## src/rtl/sga_pkg.sv

```systemverilog
// rtl/sga_pkg.sv - shared state/direction types and width helpers for the snake engine
package sga_pkg;

    typedef enum logic [3:0] {
        S_IDLE   = 4'd0,
        S_INIT   = 4'd1,
        S_PLACE  = 4'd2,
        S_WAIT   = 4'd3,
        S_CALC   = 4'd4,
        S_CHECK  = 4'd5,
        S_UPDATE = 4'd6,
        S_PAUSED = 4'd7,
        S_WON    = 4'd8,
        S_LOST   = 4'd9
    } state_t;

    typedef enum logic [1:0] {
        DIR_UP    = 2'd0,
        DIR_DOWN  = 2'd1,
        DIR_LEFT  = 2'd2,
        DIR_RIGHT = 2'd3
    } dir_t;

    // Bits needed to index every board cell
    function automatic int cell_width(input int board_w, input int board_h);
        return $clog2(board_w * board_h);
    endfunction

    // Bits needed to hold a length of 0..max_len
    function automatic int len_width(input int max_len);
        return $clog2(max_len + 1);
    endfunction

    function automatic dir_t opposite(input dir_t d);
        case (d)
            DIR_UP:   return DIR_DOWN;
            DIR_DOWN: return DIR_UP;
            DIR_LEFT: return DIR_RIGHT;
            default:  return DIR_LEFT;
        endcase
    endfunction

endpackage

```

## src/rtl/sga_body_fifo.sv

```systemverilog
// rtl/sga_body_fifo.sv - circular buffer of snake body cells, tail at read side, head at write side
module sga_body_fifo #(
    parameter int DEPTH  = 16,
    parameter int CELL_W = 6
) (
    input  logic              clock,
    input  logic              restart,
    input  logic              clear,
    input  logic              push,
    input  logic [CELL_W-1:0] push_cell,
    input  logic              pop,
    output logic [CELL_W-1:0] head,
    output logic [CELL_W-1:0] tail
);

    localparam int PTR_W = (DEPTH > 1) ? $clog2(DEPTH) : 1;

    logic [CELL_W-1:0] mem [DEPTH];
    logic [PTR_W-1:0]  head_ptr;
    logic [PTR_W-1:0]  tail_ptr;

    // Pointer increment that wraps at DEPTH, which need not be a power of two
    function automatic logic [PTR_W-1:0] bump(input logic [PTR_W-1:0] p);
        return (p == PTR_W'(DEPTH - 1)) ? '0 : p + PTR_W'(1);
    endfunction

    // Clearing leaves a single entry holding cell 0, which is where a new snake starts
    always_ff @(posedge clock) begin
        if (restart || clear) begin
            head_ptr <= '0;
            tail_ptr <= '0;
            for (int i = 0; i < DEPTH; i++) begin
                mem[i] <= '0;
            end
        end else begin
            if (push) begin
                head_ptr           <= bump(head_ptr);
                mem[bump(head_ptr)] <= push_cell;
            end
            if (pop) begin
                tail_ptr <= bump(tail_ptr);
            end
        end
    end

    assign head = mem[head_ptr];
    assign tail = mem[tail_ptr];

endmodule

```

## src/rtl/sga_game_engine.sv

```systemverilog
// rtl/sga_game_engine.sv - snake game engine top; define WRAP_BORDER_EN for wrap-around borders
module sga_game_engine
    import sga_pkg::*;
#(
    parameter int          BOARD_W     = 6,
    parameter int          BOARD_H     = 6,
    parameter int          MAX_LEN     = 16,
    parameter int          TICK_CYCLES = 25000000,
    parameter logic [15:0] LFSR_SEED   = 16'hACE1
) (
    input  logic                           clock,
    input  logic                           restart,
    input  logic                           start,
    input  logic                           pause,
    input  logic [3:0]                     buttons,
    output logic                           finished,
    output logic                           won,
    output logic                           lost,
    output logic [3:0]                     db_state,
    output logic [$clog2(MAX_LEN+1)-1:0]   db_size,
    output logic [7:0]                     db_apples,
    output logic [7:0]                     db_apple_pos,
    output logic [BOARD_W*BOARD_H-1:0]     db_leds
);

    localparam int CELLS  = BOARD_W * BOARD_H;
    localparam int CELL_W = cell_width(BOARD_W, BOARD_H);
    localparam int LEN_W  = len_width(MAX_LEN);
    localparam int TICK_W = $clog2(TICK_CYCLES);

    state_t              state;
    dir_t                dir;
    dir_t                pend;
    logic [TICK_W-1:0]   tick;
    logic [15:0]         lfsr;
    logic [CELLS-1:0]    bitmap;
    logic [CELL_W-1:0]   apple;
    logic                apple_valid;
    logic [CELL_W-1:0]   next_cell;
    logic                border;
    logic [LEN_W-1:0]    length;
    logic [7:0]          apples;

    logic [CELL_W-1:0]   head;
    logic [CELL_W-1:0]   tail;
    logic [CELL_W-1:0]   cand;
    logic                btn_valid;
    dir_t                btn_dir;
    int                  hx, hy, nx, ny;
    logic [CELL_W-1:0]   calc_cell;
    logic                calc_border;
    logic                hit;
    logic                eaten;

    sga_body_fifo #(
        .DEPTH  (MAX_LEN),
        .CELL_W (CELL_W)
    ) u_body (
        .clock     (clock),
        .restart   (restart),
        .clear     (state == S_INIT),
        .push      (state == S_UPDATE),
        .push_cell (next_cell),
        .pop       ((state == S_UPDATE) && !eaten),
        .head      (head),
        .tail      (tail)
    );

    assign cand  = CELL_W'(32'(lfsr) % 32'(CELLS));
    assign eaten = (next_cell == apple);
    // A cell occupied by the tail is free unless the tail stays put because the apple is eaten
    assign hit   = bitmap[next_cell] && !((next_cell == tail) && (next_cell != apple));

    // Free-running apple LFSR, x^16 + x^14 + x^13 + x^11
    always_ff @(posedge clock) begin
        if (restart) begin
            lfsr <= LFSR_SEED;
        end else begin
            lfsr <= {lfsr[14:0], lfsr[15] ^ lfsr[13] ^ lfsr[12] ^ lfsr[10]};
        end
    end

    // Button priority: up > down > left > right
    always_comb begin
        btn_valid = 1'b1;
        btn_dir   = DIR_UP;
        if (buttons[0])      btn_dir = DIR_UP;
        else if (buttons[1]) btn_dir = DIR_DOWN;
        else if (buttons[2]) btn_dir = DIR_LEFT;
        else if (buttons[3]) btn_dir = DIR_RIGHT;
        else                 btn_valid = 1'b0;
    end

    // Next head position from the current head and the direction about to be committed
    always_comb begin
        hx = int'(head) % BOARD_W;
        hy = int'(head) / BOARD_W;
        nx = hx;
        ny = hy;
        case (pend)
            DIR_UP:   ny = hy - 1;
            DIR_DOWN: ny = hy + 1;
            DIR_LEFT: nx = hx - 1;
            default:  nx = hx + 1;
        endcase
`ifdef WRAP_BORDER_EN
        nx          = (nx + BOARD_W) % BOARD_W;
        ny          = (ny + BOARD_H) % BOARD_H;
        calc_border = 1'b0;
`else
        calc_border = (nx < 0) || (nx >= BOARD_W) || (ny < 0) || (ny >= BOARD_H);
`endif
        calc_cell = calc_border ? '0 : CELL_W'(ny * BOARD_W + nx);
    end

    // Game FSM with its datapath registers and registered status flags
    always_ff @(posedge clock) begin
        if (restart) begin
            state       <= S_IDLE;
            dir         <= DIR_RIGHT;
            pend        <= DIR_RIGHT;
            tick        <= '0;
            bitmap      <= '0;
            apple       <= '0;
            apple_valid <= 1'b0;
            next_cell   <= '0;
            border      <= 1'b0;
            length      <= '0;
            apples      <= '0;
            won         <= 1'b0;
            lost        <= 1'b0;
            finished    <= 1'b0;
        end else begin
            case (state)
                S_IDLE: begin
                    if (start) state <= S_INIT;
                end
                S_INIT: begin
                    bitmap      <= CELLS'(1);
                    apple_valid <= 1'b0;
                    length      <= LEN_W'(1);
                    apples      <= '0;
                    dir         <= DIR_RIGHT;
                    pend        <= DIR_RIGHT;
                    tick        <= '0;
                    state       <= S_PLACE;
                end
                S_PLACE: begin
                    if (!bitmap[cand]) begin
                        apple       <= cand;
                        apple_valid <= 1'b1;
                        state       <= S_WAIT;
                    end
                end
                S_WAIT: begin
                    if (btn_valid && (btn_dir != opposite(dir))) pend <= btn_dir;
                    if (pause) begin
                        state <= S_PAUSED;
                    end else if (tick == TICK_W'(TICK_CYCLES - 1)) begin
                        tick  <= '0;
                        state <= S_CALC;
                    end else begin
                        tick <= tick + TICK_W'(1);
                    end
                end
                S_PAUSED: begin
                    if (!pause) state <= S_WAIT;
                end
                S_CALC: begin
                    dir       <= pend;
                    next_cell <= calc_cell;
                    border    <= calc_border;
                    state     <= S_CHECK;
                end
                S_CHECK: begin
                    if (border || hit) begin
                        state    <= S_LOST;
                        lost     <= 1'b1;
                        finished <= 1'b1;
                    end else begin
                        state <= S_UPDATE;
                    end
                end
                S_UPDATE: begin
                    if (!eaten) bitmap[tail] <= 1'b0;
                    bitmap[next_cell] <= 1'b1;
                    if (eaten) begin
                        length <= length + LEN_W'(1);
                        apples <= (apples == 8'hFF) ? apples : apples + 8'd1;
                        if (length == LEN_W'(MAX_LEN - 1)) begin
                            state    <= S_WON;
                            won      <= 1'b1;
                            finished <= 1'b1;
                        end else begin
                            state <= S_PLACE;
                        end
                    end else begin
                        state <= S_WAIT;
                    end
                end
                S_WON, S_LOST: begin
                    if (start) begin
                        state    <= S_INIT;
                        won      <= 1'b0;
                        lost     <= 1'b0;
                        finished <= 1'b0;
                        length   <= LEN_W'(1);
                        apples   <= '0;
                    end
                end
                default: state <= S_IDLE;
            endcase
        end
    end

    assign db_state     = state;
    assign db_size      = length;
    assign db_apples    = apples;
    assign db_apple_pos = 8'(apple);
    assign db_leds      = bitmap | (apple_valid ? (CELLS'(1) << apple) : '0);

endmodule

```

## config.mk

```make
export PLATFORM = sky130hd
export DESIGN_NAME = sga_game_engine
export DESIGN_NICKNAME = d
export VERILOG_FILES = /design/src/rtl/sga_pkg.sv /design/src/rtl/sga_body_fifo.sv /design/src/rtl/sga_game_engine.sv
export SDC_FILE = /design/constraint.sdc
export NUM_CORES = 1
export LEC_CHECK = 0
export ABC_AREA = 1
export ABC_CLOCK_PERIOD_IN_PS = 10300
export CAP_MARGIN = 20
export CELL_PAD_IN_SITES_DETAIL_PLACEMENT = 1
export CELL_PAD_IN_SITES_GLOBAL_PLACEMENT = 2
export CORE_MARGIN = 4
export CORE_UTILIZATION = 23
export CTS_CLUSTER_DIAMETER = 200
export DETAILED_ROUTE_END_ITERATION = 16
export PLACE_DENSITY = 0.68
export SETUP_SLACK_MARGIN = 0.4
export SYNTH_ARGS = -nofsm -noshare
export SYNTH_HDL_FRONTEND = slang
export SYNTH_SLANG_ARGS = --single-unit
```

## constraint.sdc

```tcl
create_clock -name clock -period 10.3 [get_ports clock]
set_clock_uncertainty 0.05 [all_clocks]
set_input_delay 2.06 -clock clock [delete_from_list [all_inputs] [get_ports clock]]
set_output_delay 2.06 -clock clock [all_outputs]
set_load 0.005 [all_outputs]
```

**Yosys cells after proc, flatten, opt, wreduce, memory -nomap -nowiden**

Memories as Yosys holds them, arrays and structs flattened. A register that Yosys moved wholly into a read port is not among the register bits.
Cells that the tools add are included.

- Register bits: 123
- RAM bits: 96
- Input port bits: 8
- Output and inout bits: 64
- Word-level logic and storage cells: 193
- Memories kept: 1

- Add/sub/neg operators: 10
- Multipliers: 1
- Div/mod/pow operators: 3
- Magnitude comparators: 9
- Equal/unequal tests: 33
- Shifts and indexed selects: 1
- Muxes and demuxes: 72
- Bitwise gates (word level): 8
- Reductions and logical operators: 38

Memories:

| memory | words | width | read ports | clocked after memory_dff | write ports | RTL line | RTL |
|---|---|---|---|---|---|---|---|
| u_body.mem | 16 | 6 | 2 | 2 | 16 | sga_body_fifo.sv:18 | `logic [CELL_W-1:0] mem [DEPTH];` |

Operators with widths:

| kind | count |
|---|---|
| 36-bit two-way mux | 4 |
| 32-bit case mux with 2 select lines | 2 |
| 36-bit bitwise OR | 2 |
| 36-bit case mux with 2 select lines | 1 |
| 32-bit by 2-bit adder with 32-bit output, second input constant | 2 |
| 32-bit by 4-bit >= comparator with 1-bit output, second input constant | 2 |
| 32-bit by 1-bit less-than comparator with 1-bit output, second input constant | 2 |
| 32-bit by 2-bit subtractor with 32-bit output, second input constant | 2 |
| 4-bit two-way mux | 15 |
| 25-bit two-way mux | 2 |
| 25-bit case mux with 2 select lines | 1 |
| 36-bit bitwise AND | 1 |
| 36-bit inverter | 1 |
| 1-bit by 6-bit << shifter with 36-bit output, first input constant | 1 |
| 7-bit by 4-bit divider with 32-bit output, second input constant | 1 |
| 16-bit by 6-bit remainder unit with 32-bit output, second input constant | 1 |
| 7-bit by 4-bit remainder unit with 32-bit output, second input constant | 1 |
| 32-bit by 3-bit multiplier with 5-bit output, second input constant | 1 |
| 4-bit case mux with 8 select lines | 1 |
| 25-bit by 1-bit adder with 25-bit output, second input constant | 1 |
| 25-bit equality test, second input constant | 1 |
| 8-bit two-way mux | 3 |
| 8-bit case mux with 3 select lines | 1 |
| 6-bit by 7-bit less-than comparator with 1-bit output, second input constant | 3 |
| other kinds (46) | 123 |

**Depth between registers and ports, before layout**

- Depth after elaboration: 11
- Mapped depth: 74
- Mapped depth without buffers: 73

**By module**

Synthesis repeated with hierarchy kept, for this count alone.

- Cell total of the unflattened synthesis: 2777
- Area total of the unflattened synthesis: 18131.1 sq um

By module, submodules not included:

| module | times used | cells an instance | area an instance (sq um) | sequential area each (sq um) |
|---|---|---|---|---|
| sga_game_engine | 1 | 1961 | 11897.7 | 2302.2 |
| sga_body_fifo | 1 | 816 | 6233.5 | 3203.1 |

**Least setup slack after synthesis**

No wires, ideal clock.

- Path kind: register to register
- From: register with a tool-made name
- To: register next_cell[0]
- Setup time: 70 ps
- Data arrival time: 9545 ps
- Required time: 10180 ps
- Path slack: 634 ps
- Stages on the path, launching flop included: 69
- Path buffers: 5
- Clock period less this slack: 9666 ps
- Cells stage by stage: dfxtp_1 > clkbuf_1 > clkbuf_1 > clkbuf_1 > clkbuf_1 > clkbuf_1 > nand2_1 > o211ai_1 > nand3_1 > nand3_1 > nand2_1 > ha_1 > nand4_1 > nand2_1 > xor2_1 > inv_1 > nor2_1 > or2_2 > (+33 left out) > inv_1 > a21oi_1 > o21ai_0 > a21oi_1 > o21ai_0 > nand3_1 > nand2_1 > nand3_1 > nand2_1 > and3_1 > nor2_1 > nand2_1 > nand3_1 > o21ai_0 > nand3_1 > a211oi_1 > o21ai_0 > a21oi_1

RTL lines:

| item | RTL line | RTL |
|---|---|---|
| to (signal assigned) | sga_game_engine.sv:171 | `next_cell <= calc_cell;` |
| to (decl) | sga_game_engine.sv:39 | `logic [CELL_W-1:0] next_cell;` |

==> results.md <==
* GP Congestion at between 0.8 and 0.9
* Async SR Flop Fraction at 0
* Die width at around 290 µm
* Syn. warnings at 0
* WP data arrival at 9430 ps
* Post-CTS Hold Fix Bufs at 0
* Fillers at roughly 10,000
* Via-to-Cell Ratio at around 4.9
* Crit path largest cell delay at between 400 and 500 ps
* Max IR drop VDD at approximately 260 µV
* Die Y at between 200 and 300 µm
* Yosys cell types at a little over 70
* Post-placement cell area at around 20,000 µm²
* #FFs+latches synth at about 230
* Core box area at about 79,000 µm²
* Flop pwr share at 0.156
* Period utilisation layout at 0.873
* Worst-Margin Slew at just under 1000 ps
* Tmin final at around 9000 ps
* Max Slew Vio Count at 0
* Die Area at roughly 85,000 µm²
* Max Cap Viol at 0
* HP Class: reg2reg
* Largest net degree at the start of global routing at a little under 100
* CTS tree: done
* FF-to-FF path depth at 63
* First-pass GRT wire length at between 100,000 and 150,000 µm
* Initial antenna violation count at 1
* Hold Vio Cnt, Final at 0
* Num CTS Buffers at 28
* Num Clock Sinks at between 200 and 250
* Vias in the first global route at a little under 20,000
* Clock buffer depth at 3
* P_leak at 8.79 nW
* Final ANT Viol Nets at 0
* Final Core Density at 0.271
* Clock power share at 0.138
* Slew headroom at 0.349
* Initial Util at 0.233
* Worst-path clk slew at ~60 ps
* # DRC at 0
* Pwr dens at about 350 nW/µm²
* CP max FO at 16
* Total congestion overflow at 0
* Post-Route WL at 71,100 µm
* Share of cells above drive strength 1 at 0.0986
* Port Buffers at a little under 70
* Number of flops mapped to enable cells by yosys at 96
* Root buffer cell: clkbuf_16
* RSZ-0062 raised after global routing: yes
* Max stage delay cell, worst path: dfxtp_4
* Hold path depth at 2
* Most used DFF post-synth: dfxtp_1
* Setup violations, final at 0
* Final HPWL DP at between 50,000 and 60,000 µm
* Total power at 7.60 mW
* Vias at 19,000
* Fin nets at 2,899
* Num rows at about 100
* Finished Cell Area at 21,500 µm²
* P_int at ~3.5 mW
* Area Overhead vs Synth at 16.5%
* Setup crit end kind: flop
* Mean Syn Cell Area at ~6.7 µm²
* Crit Path Category: reg2reg
* GRT Total Usage at 0.161
* Post-Syn Instances at 2,777
* Net Sw Power at between 4 and 5 mW
* Mapped cell area at approximately 18,000 µm²
* Commonest non-fill, non-tap cell in the layout: nand2_1
* Avg WL per Cell at ~18 µm
* DR iter-0 viols at 978
* Worst-Skew Late Latency at around 600 ps
* Req. time, crit path at about 11,000 ps
* Status: completed
* CP Launch Type: flop
* Comb pwr share at 0.706
* WHS at approximately 420 ps
* Drt pass-1 iters at 5
* Most frequent cells in the layout: nand2_1 (571), inv_1 (359), nor2_1 (313), o21ai_0 (236), a21oi_1 (216)
* Peak Freq at roughly 110 MHz
* Seq/Total Area, Yosys at 0.298
* Switch share at 0.533
* CTS H-Tree Depth at 1
* Top Ports at 72
## worst max-delay path, delay by kind of cell (launching register included)
kind                     cells  cell delay, ps
AO/OA/AOI/OAI               23            3280
flip-flops                   1             470
buffers and inverters       12            1200
AND/OR/NAND/NOR             22            2610
XOR/XNOR                     3             530
adder cells (fa/ha/maj)      3             740
## flip-flops by register name, summed over array words and instances, names as in the netlist, 2 cells and up, named ones only
signal	flops
dir	2
db_apples	8
apple	6
u_body.head_ptr	4
tick	25
next_cell	6
db_size	5
u_body.mem	96
bitmap	36
db_state	4
lfsr	16
pend	2
u_body.tail_ptr	4
## metal layers
metal	track usage	up-vias	part of all wire
li1	-	9356	-
met1	0.208	9273	0.46
met2	0.284	296	0.48
met3	0.0211	100	0.039
met4	0.0426	0	0.025
met5	0	-	0
## final timing paths
kind / from / end / slack, ps
setup / recovery: flop / next_cell[0] / 1310
hold / removal: finished / finished / 420
setup reg to reg: flop / next_cell[0] / 1310
hold reg to reg: finished / finished / 420
## cells by family (layout without fill, tap and decap cells)
family / Yosys count / after routing / synth area share
AO/OA/AOI/OAI: 616 / 616 / 0.188
XOR/XNOR: 60 / 60 / 0.0294
other: 1 / 4 / 0.000203
buffers and inverters: 489 / 550 / 0.107
AND/OR/NAND/NOR: 1312 / 1313 / 0.327
adder cells (fa/ha/maj): 72 / 72 / 0.0503
flip-flops: 227 / 227 / 0.298
## stage by stage
step | worst slack, ps | std cells | TNS, ps
final | 1310 | 3892 | 0
after global routing | 341 | 3890 | 0
after CTS | 415 | 3878 | 0
after detailed placement | -177 | 3826 | -867
after global placement | 177 | 3824 | 0
after floorplan | 634 | 2778 | 0
## final cells by class
class                      instances  area, µm²  area share
multi-input combinational       2063      11200       0.521
sequential                       227       5510       0.256
inverter                         388       1480      0.0685
tap                             1050       1310      0.0610
timing repair buffer             111       1050      0.0489
clock buffer                      30        708      0.0329
clock inverter                    21        263      0.0122
antenna                            2       5.00    0.000232
## synth_stat cells, types with 4 or more instances
| cell type | instances | area share |
|---|---|---|
| a211oi_1 | 14 | 0.0057 |
| a21oi_1 | 220 | 0.060 |
| a221oi_1 | 9 | 0.0043 |
| a22oi_1 | 4 | 0.0016 |
| a31oi_1 | 10 | 0.0034 |
| buf_1 | 11 | 0.0022 |
| buf_6 | 9 | 0.0055 |
| clkbuf_1 | 73 | 0.015 |
| clkbuf_8 | 4 | 0.0030 |
| clkinv_1 | 7 | 0.0014 |
| clkinv_2 | 5 | 0.0014 |
| dfxtp_1 | 131 | 0.14 |
| edfxtp_1 | 96 | 0.16 |
| fa_1 | 4 | 0.0043 |
| ha_1 | 68 | 0.046 |
| inv_1 | 361 | 0.073 |
| inv_2 | 12 | 0.0024 |
| nand2_1 | 576 | 0.12 |
| nand2_2 | 50 | 0.017 |
| nand2_4 | 5 | 0.0030 |
| nand3_1 | 169 | 0.046 |
| nand3_2 | 21 | 0.011 |
| nand3_4 | 6 | 0.0057 |
| nand3b_1 | 4 | 0.0016 |
| nand4_1 | 57 | 0.019 |
| nand4_2 | 10 | 0.0068 |
| nor2_1 | 322 | 0.065 |
| nor2_2 | 10 | 0.0034 |
| nor2_4 | 7 | 0.0043 |
| nor3_1 | 40 | 0.011 |
| nor3b_1 | 6 | 0.0024 |
| nor4_1 | 12 | 0.0041 |
| o211ai_1 | 40 | 0.016 |
| o21ai_0 | 247 | 0.067 |
| o21ai_1 | 8 | 0.0022 |
| o21bai_1 | 8 | 0.0032 |
| o221ai_1 | 6 | 0.0028 |
| o22ai_1 | 19 | 0.0064 |
| or2_2 | 9 | 0.0030 |
| xnor2_1 | 16 | 0.0076 |
| xor2_1 | 43 | 0.020 |
## repair_timing
| item | CTS | global route |
|---|---|---|
| buffers inserted | 1 | 11 |
| setup endpoints to repair | 7 | 17 |
| gates resized for setup | 5 | 52 |
| pin swaps | 0 | 7 |
| gates cloned | 0 | 1 |
## power groups by stage
stage | clock (mW) | sequential [mW] | combinational, mW
4_1_cts | 1.08 | 1.18 | 5.19
6_report | 1.05 | 1.18 | 5.37
3_3_place_gp | 0 | 1.20 | 5.04
2_1_floorplan | 0 | 1.13 | 3.84
5_1_grt | 1.13 | 1.19 | 6.11
3_5_place_dp | 0 | 1.20 | 5.14
No activity file was read; power rests on OpenSTA's default activity.
